### src/rtl/crc_byte_feeder_pkg.sv
// Shared types and default sizing for the CRC byte feeder.
// Holds the feeder FSM state encoding.
package crc_byte_feeder_pkg;

  localparam int DEF_DATA_WD      = 8;
  localparam int DEF_FIFO_DEPTH   = 4;
  localparam int DEF_CRC_WAIT_MAX = 16;

  typedef enum logic [1:0] {
    ST_IDLE,
    ST_SHIFT,
    ST_WAIT_CRC
  } feed_state_e;

endpackage

### src/rtl/crc_byte_fifo.sv
// Synchronous show-ahead byte buffer carrying data plus a last flag.
// Head entry is visible on pop_data_o/pop_last_o whenever not empty.
module crc_byte_fifo #(
  parameter int DW    = 8,
  parameter int DEPTH = 4
) (
  input  logic          clk_i,
  input  logic          rst_ni,
  input  logic          push_i,
  input  logic [DW-1:0] push_data_i,
  input  logic          push_last_i,
  input  logic          pop_i,
  output logic [DW-1:0] pop_data_o,
  output logic          pop_last_o,
  output logic          full_o,
  output logic          empty_o
);

  localparam int AW = $clog2(DEPTH);
  localparam logic [AW:0] PTR_ONE = {{AW{1'b0}}, 1'b1};

  logic [DW:0] mem_q [DEPTH];
  logic [AW:0] wr_q, wr_d;
  logic [AW:0] rd_q, rd_d;
  logic        do_push;
  logic        do_pop;

  // Extra pointer bit tells full from empty when indices match.
  assign empty_o = (wr_q == rd_q);
  assign full_o  = (wr_q[AW] != rd_q[AW]) &&
                   (wr_q[AW-1:0] == rd_q[AW-1:0]);

  assign do_pop  = pop_i && !empty_o;
  assign do_push = push_i && (!full_o || do_pop);

  assign pop_data_o = mem_q[rd_q[AW-1:0]][DW-1:0];
  assign pop_last_o = mem_q[rd_q[AW-1:0]][DW];

  always_comb begin
    wr_d = wr_q;
    rd_d = rd_q;
    if (do_push) wr_d = wr_q + PTR_ONE;
    if (do_pop)  rd_d = rd_q + PTR_ONE;
  end

  always_ff @(posedge clk_i) begin
    if (!rst_ni) begin
      wr_q <= '0;
      rd_q <= '0;
    end else begin
      wr_q <= wr_d;
      rd_q <= rd_d;
    end
  end

  always_ff @(posedge clk_i) begin
    if (do_push) begin
      mem_q[wr_q[AW-1:0]] <= {push_last_i, push_data_i};
    end
  end

endmodule

### src/rtl/crc_byte_feeder.sv
// Serializes buffered bytes LSB-first into a bit-serial CRC engine
// and waits out the engine's CRC readout before the next frame.
module crc_byte_feeder
  import crc_byte_feeder_pkg::*;
#(
  parameter int DATA_WD      = DEF_DATA_WD,
  parameter int FIFO_DEPTH   = DEF_FIFO_DEPTH,
  parameter int CRC_WAIT_MAX = DEF_CRC_WAIT_MAX
) (
  input  logic               CLK,
  input  logic               RST,
  input  logic [DATA_WD-1:0] IN_DATA,
  input  logic               IN_VALID,
  input  logic               IN_LAST,
  output logic               IN_READY,
  output logic               SER_DATA,
  output logic               SER_ACTIVE,
  input  logic               CRC_VALID,
  output logic               FRAME_DONE,
  output logic               BUSY,
  output logic               ERR_UNDERRUN,
  output logic               ERR_TIMEOUT
);

  localparam int BW = $clog2(DATA_WD);
  localparam int CW = $clog2(DATA_WD + 1);
  localparam int TW = $clog2(CRC_WAIT_MAX + 1);

  localparam logic [BW-1:0] BIT_LAST = BW'(DATA_WD - 1);
  localparam logic [CW-1:0] CRC_LAST = CW'(DATA_WD - 1);
  localparam logic [TW-1:0] TO_LAST  = TW'(CRC_WAIT_MAX - 1);

  feed_state_e        state_q, state_d;
  logic [DATA_WD-1:0] shreg_q, shreg_d;
  logic [BW-1:0]      bit_q, bit_d;
  logic               last_q, last_d;
  logic               ser_data_q, ser_data_d;
  logic               ser_act_q, ser_act_d;
  logic               done_q, done_d;
  logic               busy_q, busy_d;
  logic               und_q, und_d;
  logic               to_q, to_d;
  logic [TW-1:0]      wait_q, wait_d;
  logic [CW-1:0]      crc_q, crc_d;

  logic               fifo_pop;
  logic               fifo_full;
  logic               fifo_empty;
  logic [DATA_WD-1:0] head_data;
  logic               head_last;

  crc_byte_fifo #(
    .DW    (DATA_WD),
    .DEPTH (FIFO_DEPTH)
  ) u_fifo (
    .clk_i       (CLK),
    .rst_ni      (RST),
    .push_i      (IN_VALID && !fifo_full),
    .push_data_i (IN_DATA),
    .push_last_i (IN_LAST),
    .pop_i       (fifo_pop),
    .pop_data_o  (head_data),
    .pop_last_o  (head_last),
    .full_o      (fifo_full),
    .empty_o     (fifo_empty)
  );

  assign IN_READY     = !fifo_full;
  assign SER_DATA     = ser_data_q;
  assign SER_ACTIVE   = ser_act_q;
  assign FRAME_DONE   = done_q;
  assign BUSY         = busy_q;
  assign ERR_UNDERRUN = und_q;
  assign ERR_TIMEOUT  = to_q;

  always_comb begin
    state_d    = state_q;
    shreg_d    = shreg_q;
    bit_d      = bit_q;
    last_d     = last_q;
    ser_data_d = ser_data_q;
    ser_act_d  = ser_act_q;
    done_d     = 1'b0;
    und_d      = und_q;
    to_d       = to_q;
    wait_d     = wait_q;
    crc_d      = crc_q;
    fifo_pop   = 1'b0;
    unique case (state_q)
      ST_IDLE: begin
        if (!fifo_empty) begin
          fifo_pop   = 1'b1;
          shreg_d    = head_data;
          last_d     = head_last;
          bit_d      = '0;
          ser_data_d = head_data[0];
          ser_act_d  = 1'b1;
          state_d    = ST_SHIFT;
        end
      end
      ST_SHIFT: begin
        // shreg_q[0] always mirrors the bit currently on SER_DATA.
        if (bit_q != BIT_LAST) begin
          bit_d      = bit_q + BW'(1);
          shreg_d    = shreg_q >> 1;
          ser_data_d = shreg_q[1];
        end else if (!last_q && !fifo_empty) begin
          fifo_pop   = 1'b1;
          shreg_d    = head_data;
          last_d     = head_last;
          bit_d      = '0;
          ser_data_d = head_data[0];
        end else begin
          und_d      = und_q | !last_q;
          ser_act_d  = 1'b0;
          ser_data_d = 1'b0;
          wait_d     = '0;
          crc_d      = '0;
          state_d    = ST_WAIT_CRC;
        end
      end
      ST_WAIT_CRC: begin
        // crc_q != 0 means CRC_VALID has already risen this frame.
        if (CRC_VALID) begin
          if (crc_q == CRC_LAST) begin
            done_d  = 1'b1;
            state_d = ST_IDLE;
          end else begin
            crc_d = crc_q + CW'(1);
          end
        end else if (crc_q != '0) begin
          done_d  = 1'b1;
          state_d = ST_IDLE;
        end else if (wait_q == TO_LAST) begin
          to_d    = 1'b1;
          done_d  = 1'b1;
          state_d = ST_IDLE;
        end else begin
          wait_d = wait_q + TW'(1);
        end
      end
      default: state_d = ST_IDLE;
    endcase
    busy_d = (state_d != ST_IDLE);
  end

  always_ff @(posedge CLK) begin
    if (!RST) begin
      state_q    <= ST_IDLE;
      shreg_q    <= '0;
      bit_q      <= '0;
      last_q     <= 1'b0;
      ser_data_q <= 1'b0;
      ser_act_q  <= 1'b0;
      done_q     <= 1'b0;
      busy_q     <= 1'b0;
      und_q      <= 1'b0;
      to_q       <= 1'b0;
      wait_q     <= '0;
      crc_q      <= '0;
    end else begin
      state_q    <= state_d;
      shreg_q    <= shreg_d;
      bit_q      <= bit_d;
      last_q     <= last_d;
      ser_data_q <= ser_data_d;
      ser_act_q  <= ser_act_d;
      done_q     <= done_d;
      busy_q     <= busy_d;
      und_q      <= und_d;
      to_q       <= to_d;
      wait_q     <= wait_d;
      crc_q      <= crc_d;
    end
  end

endmodule
### config.mk
export PLATFORM = sky130hd
export DESIGN_NAME = crc_byte_feeder
export DESIGN_NICKNAME = d
export VERILOG_FILES = /design/src/rtl/crc_byte_feeder_pkg.sv /design/src/rtl/crc_byte_fifo.sv /design/src/rtl/crc_byte_feeder.sv
export SDC_FILE = /design/constraint.sdc
export NUM_CORES = 1
export LEC_CHECK = 0
export BUFFER_PORTS_ARGS = -buffer_cell sky130_fd_sc_hd__clkbuf_2
export CORE_MARGIN = 1
export CORE_UTILIZATION = 40
export CTS_BUF_LIST = sky130_fd_sc_hd__clkbuf_8
export DETAILED_ROUTE_END_ITERATION = 7
export PLACE_DENSITY = 0.62
export SLEW_MARGIN = 5
export SYNTH_ARGS = -nofsm -noshare
export SYNTH_HDL_FRONTEND = slang
export SYNTH_SLANG_ARGS = --single-unit
### constraint.sdc
create_clock -name CLK -period 2.8 [get_ports CLK]
set_clock_uncertainty 0.1 [all_clocks]
set_input_delay 0.56 -clock CLK [delete_from_list [all_inputs] [get_ports CLK]]
set_output_delay 0.56 -clock CLK [all_outputs]
set_load 0.005 [all_outputs]
======== Yosys cells after proc, flatten, opt, wreduce, memory -nomap -nowiden ========
Memories as Yosys holds them, arrays and structs flattened. A register that Yosys moved wholly into a read port is not among the register bits.
Index checks and enable logic that the tools add are counted.
word-level totals
  input port bits ......................... 13
  memories kept ........................... 1
  word-level logic and storage cells ...... 117
  output and inout port bits .............. 7
  RAM bits ................................ 36
  register bits ........................... 35
memory list
  name          words  bits a word  rd ports  clocked after Yosys merged registers in  wr ports  RTL line             text
  u_fifo.mem_q  4      9            1         1                                        1         crc_byte_fifo.sv:22  logic [DW:0] mem_q [DEPTH];
operators by class
  reduce and logical (&&, ||, !) cells .... 23
  equality and inequality tests ........... 18
  muxes and demuxes ....................... 51
  bitwise operators ....................... 5
  add/sub/neg operators ................... 5
operators with widths
  cell                   count
  $mux W5                5
  $mux W8                3
  $mux W1                18
  $mux W2                9
  $ne A2 B2 Y1 const B   9
  $mux W4                4
  $pmux W8 S2            1
  $reduce_and A4 Y1      3
  $pmux W5 S2            1
  $add A3 B1 Y3 const B  3
  $mux W3                3
  $pmux W1 S2            4
  $pmux W4 S2            1
  $ne A3 B3 Y1 const B   2
  $pmux W2 S3            1
  $pmux W3 S2            1
  $reduce_and A3 Y1      2
  $reduce_and A6 Y1      1
  $reduce_bool A2 Y1     3
  $add A5 B1 Y5 const B  1
  $eq A5 B4 Y1 const B   1
  $logic_and A1 B1 Y1    5
  $reduce_and A5 Y1      1
  $add A4 B1 Y4 const B  1
  13 further kinds       19

======== Longest topological paths before layout ========
  depth in word-level cells ............... 11
  mapped depth ............................ 9
  mapped depth without buffers ............ 7

======== Modules after synthesis ========
A second synthesis with hierarchy kept.
unflattened totals
  cells, all modules ...................... 261
  area, all modules ....................... 3164.3 um^2
by module, submodules not included
  module           times used  sequential area each (um^2)  area an instance (um^2)  cells an instance
  crc_byte_fifo    1           1241.2                       1814.2                   101
  crc_byte_feeder  1           560.5                        1350.0                   160

======== Worst setup path after synthesis ========
No wires, ideal clock.
  kind .................................... reg2reg
  start point ............................. reg bit_q[0]
  end point ............................... reg wait_q[0]
  required time ........................... 2.572 ns
  data arrival time ....................... 1.897 ns
  period minus slack after synthesis ...... 2.125 ns
  path slack .............................. 0.675 ns
  setup time .............................. 0.128 ns
  path buffers ............................ 3
  stages on the path, launching flop included .. 10
  cells stage by stage .................... dfxtp_1 ha_1 ha_1 and3b_1 buf_2 or4b_1 buf_2 buf_6 a41oi_1 nor2_1
on the way
  longest elaborated chain between the ends .. 3
ends and longest elaborated chain
  item                         RTL line                text
  start, declared              crc_byte_feeder.sv:35   logic [BW-1:0] bit_q, bit_d;
  start signal, assigned       crc_byte_feeder.sv:164  bit_q <= bit_d;
  $ne A3 B3 Y1                 crc_byte_feeder.sv:103  if (bit_q != BIT_LAST) begin
  $ne A2 B2 Y1 (no line)       --
  $reduce_and A6 Y1 (no line)  --
  end signal, assigned         crc_byte_feeder.sv:172  wait_q <= wait_d;
  end, declared                crc_byte_feeder.sv:43   logic [TW-1:0] wait_q, wait_d;
No other way between the ends.
A chain may end at the register's enable or synchronous reset.

======== Worst setup path in the final report ========
  start point ............................. reg bit_q[0]
  end point ............................... reg crc_q[3]
on the way
  longest elaborated chain between the ends .. 3
ends and longest elaborated chain
  item                         RTL line                text
  $ne A3 B3 Y1                 crc_byte_feeder.sv:103
  $ne A2 B2 Y1 (no line)       --
  $reduce_and A5 Y1 (no line)  --
  end signal, assigned         crc_byte_feeder.sv:173  crc_q <= crc_d;
  end, declared                crc_byte_feeder.sv:44   logic [CW-1:0] crc_q, crc_d;
No other way between the ends.

==> impl_metrics.ini <==
[status]
outcome = complete, no violations

[floorplan]
coreArea_sq_um = 7410
dieArea_sq_um = 8210
die_w_microns = 90.6
pin_count = 20
die_h_microns = 90.6
placementRows = 31
start_util_pct = 42.4

[worst_setup_path]
crit_chain = ha_1 > ha_1 > and3b_1 > or4b_1 > a21oi_1 > mux2i_1
worst_setup_path_end_kind = flip-flop
slowest_delay_ns = 0.69
crit_arrival_ns = 2.57
r2r_end = crc_q[3]
reg2reg_depth = 6
critical_path.max_fanout = 15
worstReg2RegStart = bit_q[0]
cp_common_cell = ha_1
crit_path_top_delay_cell = or4b_1
critPathLaunchType = flip-flop
ff2ff_setup_slack_ns = 0.41
worstPathRequired_ns = 2.99
critPathKind = reg -> reg

[drt]
ant_nets = 0
routed_via_density = 5.29
vias = 1980
drt_iter0_markers = 61
drt_wl_total_microns = 5480
routedWlPerCell_microns = 14.6
dr.pass1.iters = 4
remaining_drc_errors = 0

[synth]
synth-async-reset-ratio_pct = 0
synthTopCellsByArea = edfxtp_1 (34%), dfxtp_1 (23%), mux4_2 (6.5%)
syn_area_per_cell_sq_um = 12.5
synth_edf_count = 36
synth_top_area_share_pct = 34.4
syn_area_sq_um = 3140
ys.flop_type = edfxtp_1
yosysWarningCount = 0
synth_area_leader_cell = edfxtp_1
synth_cells = 251
ys_ff_latch = 72
synth_seq_area_share_pct = 57.3
ys_types = 50
syn-num-nets = 275

[final_layout]
nets = 294
antenna_cells = 0
layout_common_cells = dfxtp_1 (36), edfxtp_1 (36), clkbuf_2 (19), mux2i_1 (15), inv_1 (14)
layout-area-overhead-vs-synth_pct = 12.0
multi_input_area_sq_um = 1210
seqCellArea_sq_um = 1800
layout-drive-gt1-share_pct = 18.9
num-fill-cells = 683

[sta]
tightest_slew_ns = 0.741
setup_viol = 0
fin_crit_sh_pct = 85.2
hold_viol = 0
maxSlewViolCount = 0
rsz0062_at_grt = false
slew_headroom_pct = 49.3
setup_tns_ns = 0
fin_crit_ns = 2.39
whs_ns = 0.326
fmax_mhz = 419

[pwr]
leakagePower_uw = 0.00132
ir_drop_mv = 0.356
clkPwrFrac_pct = 29.4
comb_power_share_pct = 22.6
p_sw_uw = 883
power.share.switching_pct = 30.6
p_int_uw = 2000
power_density_nw_per_um2 = 819
p_seq_share_pct = 48.0

[placed_design]
hpwl_microns = 3920
routabilityCongestion = 0.747
io_buffers = 19

[global_routing]
grt_pass1_vias = 2023
grt_pass1_wl_microns = 9510
grt_max_degree = 26
overflow = 0
gr-usage-all-layers_pct = 15.2
antenna_found_initial = 0

[min_path]
hp-class = in -> reg
holdPathStages = 1
worstHoldStart = IN_DATA[4]
hold_path_end = u_fifo.mem_q[3][4]

[clocking]
ctsHoldBuffers = 0
insertion_delay_ns = 0.35
clk_pin_slew_ns = 0.08
clockRootBuffer = clkbuf_8
cts_tree = done
cts_setup_buffers = 0
post_cts_resized = 0
cts_buffers = 9
htreeDepth = 3
clock_sinks = 72
clockBufferDepth = 2

[flow_run]
cap_violations = 0
==> flip-flops by register name, summed over array words and instances (netlist names), named ones only <==
| signal | count |
|---|---|
| u_fifo.mem_q | 36 |
| shreg_q | 7 |
| wait_q | 5 |
| crc_q | 4 |
| bit_q | 3 |
| u_fifo.rd_q | 3 |
| u_fifo.wr_q | 3 |
| state_q | 2 |
| BUSY | 1 |
| ERR_TIMEOUT | 1 |
| ERR_UNDERRUN | 1 |
| FRAME_DONE | 1 |
| SER_ACTIVE | 1 |
| SER_DATA | 1 |
| last_q | 1 |
==> Yosys cell counts (2+ instances only) <==
master	n
nand4b_1	2
inv_1	14
a31oi_1	6
nand2b_1	3
clkbuf_1	7
o31ai_1	2
and3_1	2
buf_2	4
ha_1	11
nand3_1	6
o21ai_0	9
o31a_1	2
nand3b_1	5
or3_1	2
edfxtp_1	36
buf_6	2
nor4_1	2
mux4_2	9
a41o_1	2
xnor2_1	2
nor3_1	5
a32o_1	2
a21oi_1	12
nor2_1	13
mux2i_1	15
nand2_1	12
xor2_1	3
dfxtp_1	36
and2_1	4
==> worst max-delay path: cells and delay by family (launching register included) <==
family                     cells  cell delay (ns)
and+or+nand+nor                2             0.96
muxes                          1             0.20
DFF                            1             0.36
adders and majority gates      2             0.43
AOI/OAI and AO/OA              1             0.26
==> worst max-delay path by stage <==
| stage | endpoint | from | slack [ns] | cells past startpoint |
|---|---|---|---|---|
| global route | wait_q[3] | bit_q[0] | 0.22 | 6 |
| global placement | wait_q[2] | bit_q[0] | 0.49 | 6 |
| floorplan | wait_q[0] | bit_q[0] | 0.68 | 9 |
| finish | crc_q[3] | bit_q[0] | 0.41 | 6 |
| detailed placement | crc_q[3] | bit_q[0] | 0.39 | 6 |
| CTS | crc_q[3] | bit_q[0] | 0.37 | 6 |
==> cells by family after synthesis <==
family,after synthesis,share of synthesized area [%]
flip-flops,72,57.3
AND/OR/NAND/NOR,65,11.8
AO/OA/AOI/OAI,46,9.84
buffers and inverters,28,3.98
multiplexers,24,11.2
adder cells (fa/ha/maj),11,4.38
XOR/XNOR,5,1.39
==> per-layer routing <==
layer	GRT usage [%]	vias up	part of all wire, %
li1	-	984	-
met1	17.7	949	44
met2	25.8	38	51
met3	5.72	9	4.0
met4	4.57	0	1.6
met5	0	-	0
==> area by class of cell <==
class / instances / share of cell area (%)
clock buffer: 9 / 3.52
clock inverter: 7 / 2.42
inverter: 14 / 1.49
multi-input combinational: 151 / 34.5
sequential: 72 / 51.2
tap: 99 / 3.52
timing repair buffer: 22 / 3.34
==> metrics by stage <==
stage / power, uW / instance area, sq um / util, % / cells / worst slack, ns
5_1_grt: 3060 / 3520 / 47.5 / 374 / 0.215
6_report: 2880 / 3520 / 47.5 / 374 / 0.413
3_5_place_dp: 2070 / 3310 / 44.7 / 358 / 0.388
4_1_cts: 2920 / 3520 / 47.5 / 374 / 0.372
3_3_place_gp: 2060 / 3310 / 44.7 / 358 / 0.490
2_1_floorplan: 1880 / 3140 / - / 251 / 0.675
==> power by group through the flow <==
stage / sequential [uW] / combinational, uW / clock (uW)
CTS: 1390 / 658 / 868
global placement: 1410 / 649 / 0
detailed placement: 1410 / 654 / 0
floorplan: 1330 / 554 / 0
global route: 1420 / 726 / 918
finish: 1380 / 650 / 847
No activity file was read; power rests on OpenSTA's default activity.
